`src/rtl/multi_channel_health_monitor.sv`:
```
`default_nettype none
// +----------------------------------------------------------------------------+
// | multi_channel_health_monitor                                               |
// | Per-channel clipping / sustained-envelope fault monitor on a TDM sample bus.|
// | Optional auto-recovery: HEALTH_MON_AUTO_RECOVER_EN                          |
// | Revision: 1.0                                                              |
// +----------------------------------------------------------------------------+
module multi_channel_health_monitor #(
  parameter int DATA_WIDTH = 16,
  parameter int N_CH       = 4,
  parameter int PEAK_RUN   = 10,
  parameter int ENV_RUN    = 32,
  parameter int ENV_SHIFT  = 3,
  parameter int CNT_W      = 16,
  localparam int CH_W      = (N_CH > 1) ? $clog2(N_CH) : 1
) (
  input  logic                  clk,
  input  logic                  reset,
  input  logic                  enable,
  input  logic                  sample_valid,
  input  logic [CH_W-1:0]       sample_ch,
  input  logic [DATA_WIDTH-1:0] sample_in,
  input  logic [DATA_WIDTH-1:0] env_threshold,
  input  logic [CNT_W-1:0]      recover_len,
  input  logic                  clear_faults,
  output logic [N_CH-1:0]       health,
  output logic                  health_all,
  output logic [N_CH-1:0]       peak_fault,
  output logic [N_CH-1:0]       envl_fault,
  output logic [DATA_WIDTH-1:0] env_mon
);

  localparam logic [DATA_WIDTH-1:0] c_pos_max  = {1'b0, {(DATA_WIDTH-1){1'b1}}};
  localparam logic [DATA_WIDTH-1:0] c_neg_min  = {1'b1, {(DATA_WIDTH-1){1'b0}}};
  localparam logic [CNT_W-1:0]      c_peak_run = CNT_W'(PEAK_RUN);
  localparam logic [CNT_W-1:0]      c_env_run  = CNT_W'(ENV_RUN);

  // Per-channel state
  logic [N_CH-1:0][DATA_WIDTH-1:0] r_env;
  logic [N_CH-1:0][CNT_W-1:0]      r_peak_cnt;
  logic [N_CH-1:0][CNT_W-1:0]      r_env_cnt;
  logic [N_CH-1:0]                 r_peak_fault;
  logic [N_CH-1:0]                 r_envl_fault;
  logic [DATA_WIDTH-1:0]           r_env_mon;

  // Pipeline registers
  logic                  r_s0_valid;
  logic [CH_W-1:0]       r_s0_ch;
  logic [DATA_WIDTH-1:0] r_s0_abs;
  logic                  r_s0_fs;
  logic                  r_s1_valid;
  logic [CH_W-1:0]       r_s1_ch;
  logic [DATA_WIDTH-1:0] r_s1_env;
  logic                  r_s1_fs;
  logic                  r_s1_peak_hit;

  logic                  w_ch_ok;
  logic [DATA_WIDTH-1:0] w_abs;
  logic                  w_full_scale;
  logic [DATA_WIDTH-1:0] w_env_old;
  logic [DATA_WIDTH-1:0] w_env_new;
  logic [CNT_W-1:0]      w_peak_old;
  logic [CNT_W-1:0]      w_peak_new;
  logic                  w_above;
  logic [CNT_W-1:0]      w_envc_old;
  logic [CNT_W-1:0]      w_envc_new;
  logic                  w_envl_hit;
  logic                  w_recover;

  generate
    if ((1 << CH_W) == N_CH) begin : g_ch_full
      assign w_ch_ok = 1'b1;
    end else begin : g_ch_range
      assign w_ch_ok = (32'(sample_ch) < N_CH);
    end
  endgenerate

  // S0: magnitude with the most negative code saturated to full-scale positive
  always_comb begin
    w_full_scale = (sample_in == c_pos_max) || (sample_in == c_neg_min);
    if (sample_in == c_neg_min)
      w_abs = c_pos_max;
    else if (sample_in[DATA_WIDTH-1])
      w_abs = -sample_in;
    else
      w_abs = sample_in;
  end

  // S1: state written here is read here, so back-to-back samples see fresh values
  always_comb begin
    w_env_old  = r_env[r_s0_ch];
    w_env_new  = w_env_old - (w_env_old >> ENV_SHIFT) + (r_s0_abs >> ENV_SHIFT);
    w_peak_old = r_peak_cnt[r_s0_ch];
    if (!r_s0_fs)
      w_peak_new = '0;
    else if (w_peak_old >= c_peak_run)
      w_peak_new = c_peak_run;
    else
      w_peak_new = w_peak_old + 1'b1;
  end

  always_comb begin
    w_above    = (r_s1_env > env_threshold);
    w_envc_old = r_env_cnt[r_s1_ch];
    if (!w_above)
      w_envc_new = '0;
    else if (w_envc_old >= c_env_run)
      w_envc_new = c_env_run;
    else
      w_envc_new = w_envc_old + 1'b1;
    w_envl_hit = (w_envc_new == c_env_run);
  end

`ifdef HEALTH_MON_AUTO_RECOVER_EN
  logic [N_CH-1:0][CNT_W-1:0] r_rec_cnt;
  logic [CNT_W-1:0]           w_rec_new;

  always_comb begin
    w_rec_new = '0;
    w_recover = 1'b0;
    if ((r_peak_fault[r_s1_ch] || r_envl_fault[r_s1_ch]) && !r_s1_fs && !w_above) begin
      w_rec_new = (r_rec_cnt[r_s1_ch] == '1) ? r_rec_cnt[r_s1_ch] : r_rec_cnt[r_s1_ch] + 1'b1;
      w_recover = (recover_len != '0) && (w_rec_new >= recover_len);
    end
  end

  always_ff @(posedge clk) begin
    if (reset || clear_faults)
      r_rec_cnt <= '0;
    else if (enable && r_s1_valid)
      r_rec_cnt[r_s1_ch] <= w_recover ? '0 : w_rec_new;
  end
`else
  logic w_unused_recover_len;
  assign w_unused_recover_len = ^recover_len;
  assign w_recover            = 1'b0;
`endif

  always_ff @(posedge clk) begin
    if (reset || clear_faults) begin
      r_s0_valid    <= 1'b0;
      r_s0_ch       <= '0;
      r_s0_abs      <= '0;
      r_s0_fs       <= 1'b0;
      r_s1_valid    <= 1'b0;
      r_s1_ch       <= '0;
      r_s1_env      <= '0;
      r_s1_fs       <= 1'b0;
      r_s1_peak_hit <= 1'b0;
      r_env         <= '0;
      r_peak_cnt    <= '0;
      r_env_cnt     <= '0;
      r_peak_fault  <= '0;
      r_envl_fault  <= '0;
      r_env_mon     <= '0;
    end else if (enable) begin
      r_s0_valid    <= sample_valid && w_ch_ok;
      r_s0_ch       <= sample_ch;
      r_s0_abs      <= w_abs;
      r_s0_fs       <= w_full_scale;
      r_s1_valid    <= r_s0_valid;
      r_s1_ch       <= r_s0_ch;
      r_s1_env      <= w_env_new;
      r_s1_fs       <= r_s0_fs;
      r_s1_peak_hit <= r_s0_fs && (w_peak_new == c_peak_run);

      if (r_s1_valid) begin
        if (w_recover) begin
          r_peak_fault[r_s1_ch] <= 1'b0;
          r_envl_fault[r_s1_ch] <= 1'b0;
          r_env_cnt[r_s1_ch]    <= '0;
          r_peak_cnt[r_s1_ch]   <= '0;
        end else begin
          r_env_cnt[r_s1_ch] <= w_envc_new;
          if (r_s1_peak_hit)
            r_peak_fault[r_s1_ch] <= 1'b1;
          if (w_envl_hit)
            r_envl_fault[r_s1_ch] <= 1'b1;
        end
      end

      // Placed after S2 so an S1 update to the same channel takes precedence
      if (r_s0_valid) begin
        r_env[r_s0_ch]      <= w_env_new;
        r_peak_cnt[r_s0_ch] <= w_peak_new;
        r_env_mon           <= w_env_new;
      end
    end
  end

  assign peak_fault = r_peak_fault;
  assign envl_fault = r_envl_fault;
  assign health     = ~(r_peak_fault | r_envl_fault);
  assign health_all = &health;
  assign env_mon    = r_env_mon;

endmodule
`default_nettype wire

```
`config.mk`:
```
export PLATFORM = sky130hd
export DESIGN_NAME = multi_channel_health_monitor
export DESIGN_NICKNAME = d
export VERILOG_FILES = /design/src/rtl/multi_channel_health_monitor.sv
export SDC_FILE = /design/constraint.sdc
export NUM_CORES = 1
export LEC_CHECK = 0
export ABC_CLOCK_PERIOD_IN_PS = 4500
export BUFFER_PORTS_ARGS = -buffer_cell sky130_fd_sc_hd__buf_4
export CORE_MARGIN = 2
export CORE_UTILIZATION = 40
export DETAILED_ROUTE_END_ITERATION = 10
export HOLD_SLACK_MARGIN = 0.03
export PLACE_DENSITY_LB_ADDON = 0.3
export SLEW_MARGIN = 20
export SYNTH_ARGS = -nofsm -noshare
export SYNTH_HDL_FRONTEND = slang
export SYNTH_SLANG_ARGS = --single-unit
```
`constraint.sdc`:
```
create_clock -name clk -period 4.5 [get_ports clk]
set_input_delay 0.225 -clock clk [delete_from_list [all_inputs] [get_ports clk]]
set_output_delay 0.225 -clock clk [all_outputs]
set_load 0.02 [all_outputs]
```
# Yosys cells after proc, flatten, opt, wreduce, memory -nomap -nowiden
# Cells that the tools add are included.
[classes] addsub=5 n_lt_le_gt_ge=7 eq_ne=4 muxes=24 bitwise_logic=4 n_reduce_logical=10
[op_table] op="bitwise mux 64 bit" count=3
[op_table] op="2-to-1 mux 64 bit" count=3
[op_table] op="2-to-1 mux 16 bit" count=11
[op_table] op="binary-select mux 16 bit (select 2 bit)" count=3
[op_table] op="demux 16 bit (select 2 bit)" count=2
[op_table] op="adder 16 x 1 -> 16 bit (second input constant)" count=2
[op_table] op="adder 16 x 13 -> 16 bit" count=1
[op_table] op="== test 16 x 15 -> 1 bit (second input constant)" count=1
[op_table] op="== test 16 bit (second input constant)" count=1
[op_table] op="== test 16 x 4 -> 1 bit (second input constant)" count=1
[op_table] op="== test 16 x 6 -> 1 bit (second input constant)" count=1
[op_table] op="greater-or-equal comparator 16 x 4 -> 1 bit (second input constant)" count=1
[op_table] op="greater-or-equal comparator 16 x 6 -> 1 bit (second input constant)" count=1
[op_table] op="> comparator 16 bit" count=1
[op_table] op="negator 16 bit" count=1
[op_table] op="subtractor 16 x 13 -> 16 bit" count=1
[op_table] op="bitwise OR 4 bit" count=3
[op_table] op="< comparator 2 x 3 -> 1 bit (second input constant)" count=2
[op_table] op="AND reduction 3 bit" count=2
[op_table] op="greater-or-equal comparator 2 x 1 -> 1 bit (second input constant)" count=2
[op_table] op="inverter 4 bit" count=1
[op_table] op="AND reduction 2 bit" count=2
[op_table] op="AND reduction 4 bit" count=1
[op_table] op="logical AND 1 bit" count=3
[op_table] op="3 further kinds" count=4
[totals] reg_bits=256 inputBits=55 output_inout_bits=29 elab_cells=77

# Depth between registers and ports, before layout
[depth] ltp_word=7 ltp_mapped=18

# Least setup slack after synthesis
# Ideal clock, no wire load.
[synth_timing] kind="reg2reg" start="register r_s0_ch[1]" end="register r_env[13] (netlist bit)" arrival_time_ns=4.087 t_required_ns=4.380 path_slack_ns=0.293 path_stages_with_launch=16 synth_period_minus_slack_ns=4.207 cell_sequence="dfxtp_1 > clkbuf_1 > buf_1 > clkbuf_1 > mux4_2 > fa_1 > inv_1 > ha_1 > clkbuf_1 > a21oi_1 > o21a_1 > a2bb2oi_1 > o31a_1 > buf_2 > nor4_1 > a211o_1"
[synth_via] elab_chain_len=5 elab_cells_between_ends=10 cone_classes="2 x add/sub; 2 x order compare; 5 x mux; 1 x reduce/logical"
[synth_lines] element="start, declared" line="48" source="logic [CH_W-1:0] r_s0_ch;"
[synth_lines] element="start signal, assigned" line="158" source="r_s0_ch <= sample_ch;"
[synth_lines] element="binary-select mux 16 bit (select 2 bit) (tied with other cells)" line="91" source="w_env_old = r_env[r_s0_ch];"
[synth_lines] element="2-to-1 mux 16 bit (implied by the code) or logical AND 1 bit (tied branches)" line="91, 184"
[synth_lines] element="subtractor 16 x 13 -> 16 bit or 2-to-1 mux 16 bit (tied branches)" line="92, 184"
[synth_lines] element="adder 16 x 13 -> 16 bit or demux 16 bit (select 2 bit) (tied branches)" line="92, 184"
[synth_lines] element="bitwise mux 64 bit *" line="184" source="r_env[r_s0_ch] <= w_env_new;"
[synth_lines] element="end signal, assigned by index" line="184"
[synth_lines] element="end, declared" line="39" source="logic [N_CH-1:0][DATA_WIDTH-1:0] r_env;"
# Mark *: on every way between the ends. The rest lies on a longest branch, timed or not. The select of a mux whose other input is x is not followed.
# A chain may end at the register's enable or synchronous reset.

# Final worst setup path
[layout_timing] start="register r_s0_ch[0]" end="register r_env[29] (netlist bit)"
# The elaborated chain is that of the path after synthesis.

==> reports/metrics.yaml <==
status:
  status: "finished clean"
detailed_routing:
  routedWlPerCell_um: 16.5
  routed-via-count: 9374
  drt-total-wl_um: 28300
  drt-initial-drc-count: 622
  ant_nets: 0
  drt-pass1-iter-count: 5
  route.detailed.drc: 0
  vias_per_cell: 5.47
run:
  cap_viol_max_count: 0
clock_network:
  cts.root.buffer_cell: "clkbuf_16"
  cts_max_level: 1
  cts_made_buffers: 27
  numClockSinks: 253
  path_clk_slew_ns: 0.06
  cts_tree: "built"
  post_cts.repair.setup_buffers: 0
  clock_path_buffers: 3
  worstSkewPairLatency_ns: 0.56
synthesis:
  avgSynthCellArea_um2: 9.20
  yosysSeqAreaShare: 0.436
  synth_cell_types: 73
  async_flop_share: 0
  synthFlopType: "dfxtp_1"
  ys_warn_count: 0
  synth_nets: 1368
  ys_ff_latch: 253
  syn_inst: 1264
  synth_edf_count: 0
  syn_area_um2: 11600
sta:
  finClkSkew_ns: 0.0320
  setup_viol: 0
  setup_tns_ns: 0
  fmax_mhz: 242
  hold_violations: 0
  relSlewSlack: 0.345
  rsz0062_at_grt: "no"
  tightest_slew_ns: 0.977
  final.period_utilization: 0.918
  finalMaxSlewViolations: 0
  fin_crit_ns: 4.13
  whs_ns: 0.0854
finish:
  nets: 1415
  final_common_cell: "dfxtp_1"
  syn2layout_area_growth_pct: 15.8
  design_area_um2: 13500
  multiInputGateArea_um2: 5910
  seq_area_um2: 5070
  n_antenna_cell: 0
  nFillCells: 2702
  drive_above_1_share: 0.153
  most-common-layout-cells: "dfxtp_1 (252), nand2_1 (124), buf_4 (105)"
placement:
  dp_hpwl_um: 19400
  gp_congestion: 0.897
  placed_area_um2: 12500
  io_buffer_count: 67
setup_path:
  critPathRequiredTime_ns: 4.95
  critical_path_arrival_ns: 4.58
  rrSetupSlack_ns: 0.37
  start_kind: "flop"
  crit_type: "flop to flop"
  worstSetupEndpointType: "flop"
  cp_max_fo: 22
floorplan:
  die_w_um: 175
  io_pins: 84
  die_area_um2: 30500
  start_util: 0.405
  die_y_um: 175
  core_area_um2: 28700
  core.rowCount: 62
grt:
  grt_pass1_vias: 9150
  grt_max_degree: 70
  grt_util_all_layers: 0.186
  antenna_found_initial: 0
  grt_pass1_wl_um: 47000
  grt-ovfl-total: 0
pwr:
  powerDensity_nw_per_um2: 372
  ir_worst_vdd_mv: 0.263
  p_leak_nw: 5.52
worst_hold_path:
  hp-class: "input port to flop"
==> final timing paths <==
kind                                    start            to  cells after the start
worst min register to register       r_env[8]      r_env[8]                      2
worst max register to register     r_s0_ch[0]     r_env[29]                     10
worst min-delay path            sample_in[15]  r_s0_abs[14]                      3
worst max-delay path               r_s0_ch[0]     r_env[29]                     10
==> critical path, cell delays in order, from the launching register on <==
cell	delay (ns)
dfxtp_2	0.80
mux4_2	0.63
fa_1	0.58
inv_1	0.06
ha_1	0.30
a211oi_1	0.34
o211a_1	0.24
or3_1	0.20
o31a_1	0.46
nor4_1	0.11
a211o_1	0.28
==> synthesized netlist by cell type (7+ instances only) <==
cell type  instances  area share
nor4_1            16      0.0086
mux4_2            22       0.043
o21ai_0           30       0.013
nor3_1            28       0.012
fa_1              13       0.022
o21a_1             7      0.0045
o31ai_1           13      0.0084
buf_1             12      0.0039
o211ai_1          10      0.0065
dfxtp_1          253        0.44
or4_1              8      0.0052
a211oi_1           8      0.0052
nor2b_1            7      0.0038
clkbuf_1          69       0.022
a32o_1            23       0.020
buf_2              8      0.0034
nand2_1          124       0.040
nor2_1            73       0.024
ha_1              36       0.039
and2_1            26       0.014
a31oi_1           17      0.0091
and3_1            83       0.045
xor2_1            17       0.013
inv_1             77       0.025
a22oi_1            8      0.0052
a221oi_2           8       0.010
mux2i_1           17       0.015
a41o_1             8      0.0069
nand3_1           42       0.018
or3_1             14      0.0075
nand4_1            9      0.0048
a21oi_1           88       0.038
==> flip-flops by register name (all words and copies together), names as in the netlist <==
name	cells
r_env	64
r_env_cnt	64
r_peak_cnt	64
env_mon	16
r_s1_env	16
r_s0_abs	13
envl_fault	4
peak_fault	4
r_s0_ch	2
r_s1_ch	2
r_s0_fs	1
r_s0_valid	1
r_s1_peak_hit	1
r_s1_valid	1
==> power by group <==
part | internal (W) | switching [W] | leakage, nW
sequential | 0.00226 | 0.0000168 | 2.04
combinational | 0.000212 | 0.000354 | 3.06
clock | 0.00125 | 0.000912 | 0.422
total | 0.00372 | 0.00128 | 5.52
==> what timing repair did <==
| item | 4_1_cts | 5_1_grt |
|---|---|---|
| hold endpoints to repair | 6 | 0 |
| resized for setup | 0 | 0 |
| hold buffers | 6 | 0 |
==> per-stage QoR <==
| step | utilization | setup WS, ns | instances | power [W] |
|---|---|---|---|---|
| after floorplan | - | 0.293 | 1264 | 0.00267 |
| after global placement | 0.437 | 0.389 | 1660 | 0.00287 |
| after global routing | 0.469 | 0.116 | 1714 | 0.00520 |
| final | 0.469 | 0.367 | 1714 | 0.00500 |
| after CTS | 0.469 | 0.326 | 1714 | 0.00505 |
| after detailed placement | 0.437 | 0.345 | 1660 | 0.00288 |
==> kinds of logic (layout without fill, tap and decap cells) <==
logic type,count (synthesis),after routing,share of synthesized area
AND/OR/NAND/NOR,456,456,0.201
flip-flops,253,253,0.436
multiplexers,43,43,0.0624
adder cells (fa/ha/maj),49,49,0.0611
XOR/XNOR,23,23,0.0173
buffers and inverters,171,237,0.0583
AO/OA/AOI/OAI,269,269,0.164
==> routing by layer <==
layer | vias up | track usage | part of all wire
li1 | 4647 | - | -
met1 | 4476 | 0.246 | 0.46
met2 | 205 | 0.312 | 0.46
met3 | 46 | 0.0273 | 0.047
met4 | 0 | 0.0615 | 0.030
met5 | - | 0 | 0
==> cell type report <==
class	count	share of cell area
multi-input combinational	840	0.439
inverter	78	0.0217
timing repair buffer	111	0.0630
sequential	253	0.376
tap	384	0.0357
clock buffer	40	0.0575
clock inverter	8	0.00641
No activity file was read; power rests on OpenSTA's default activity.
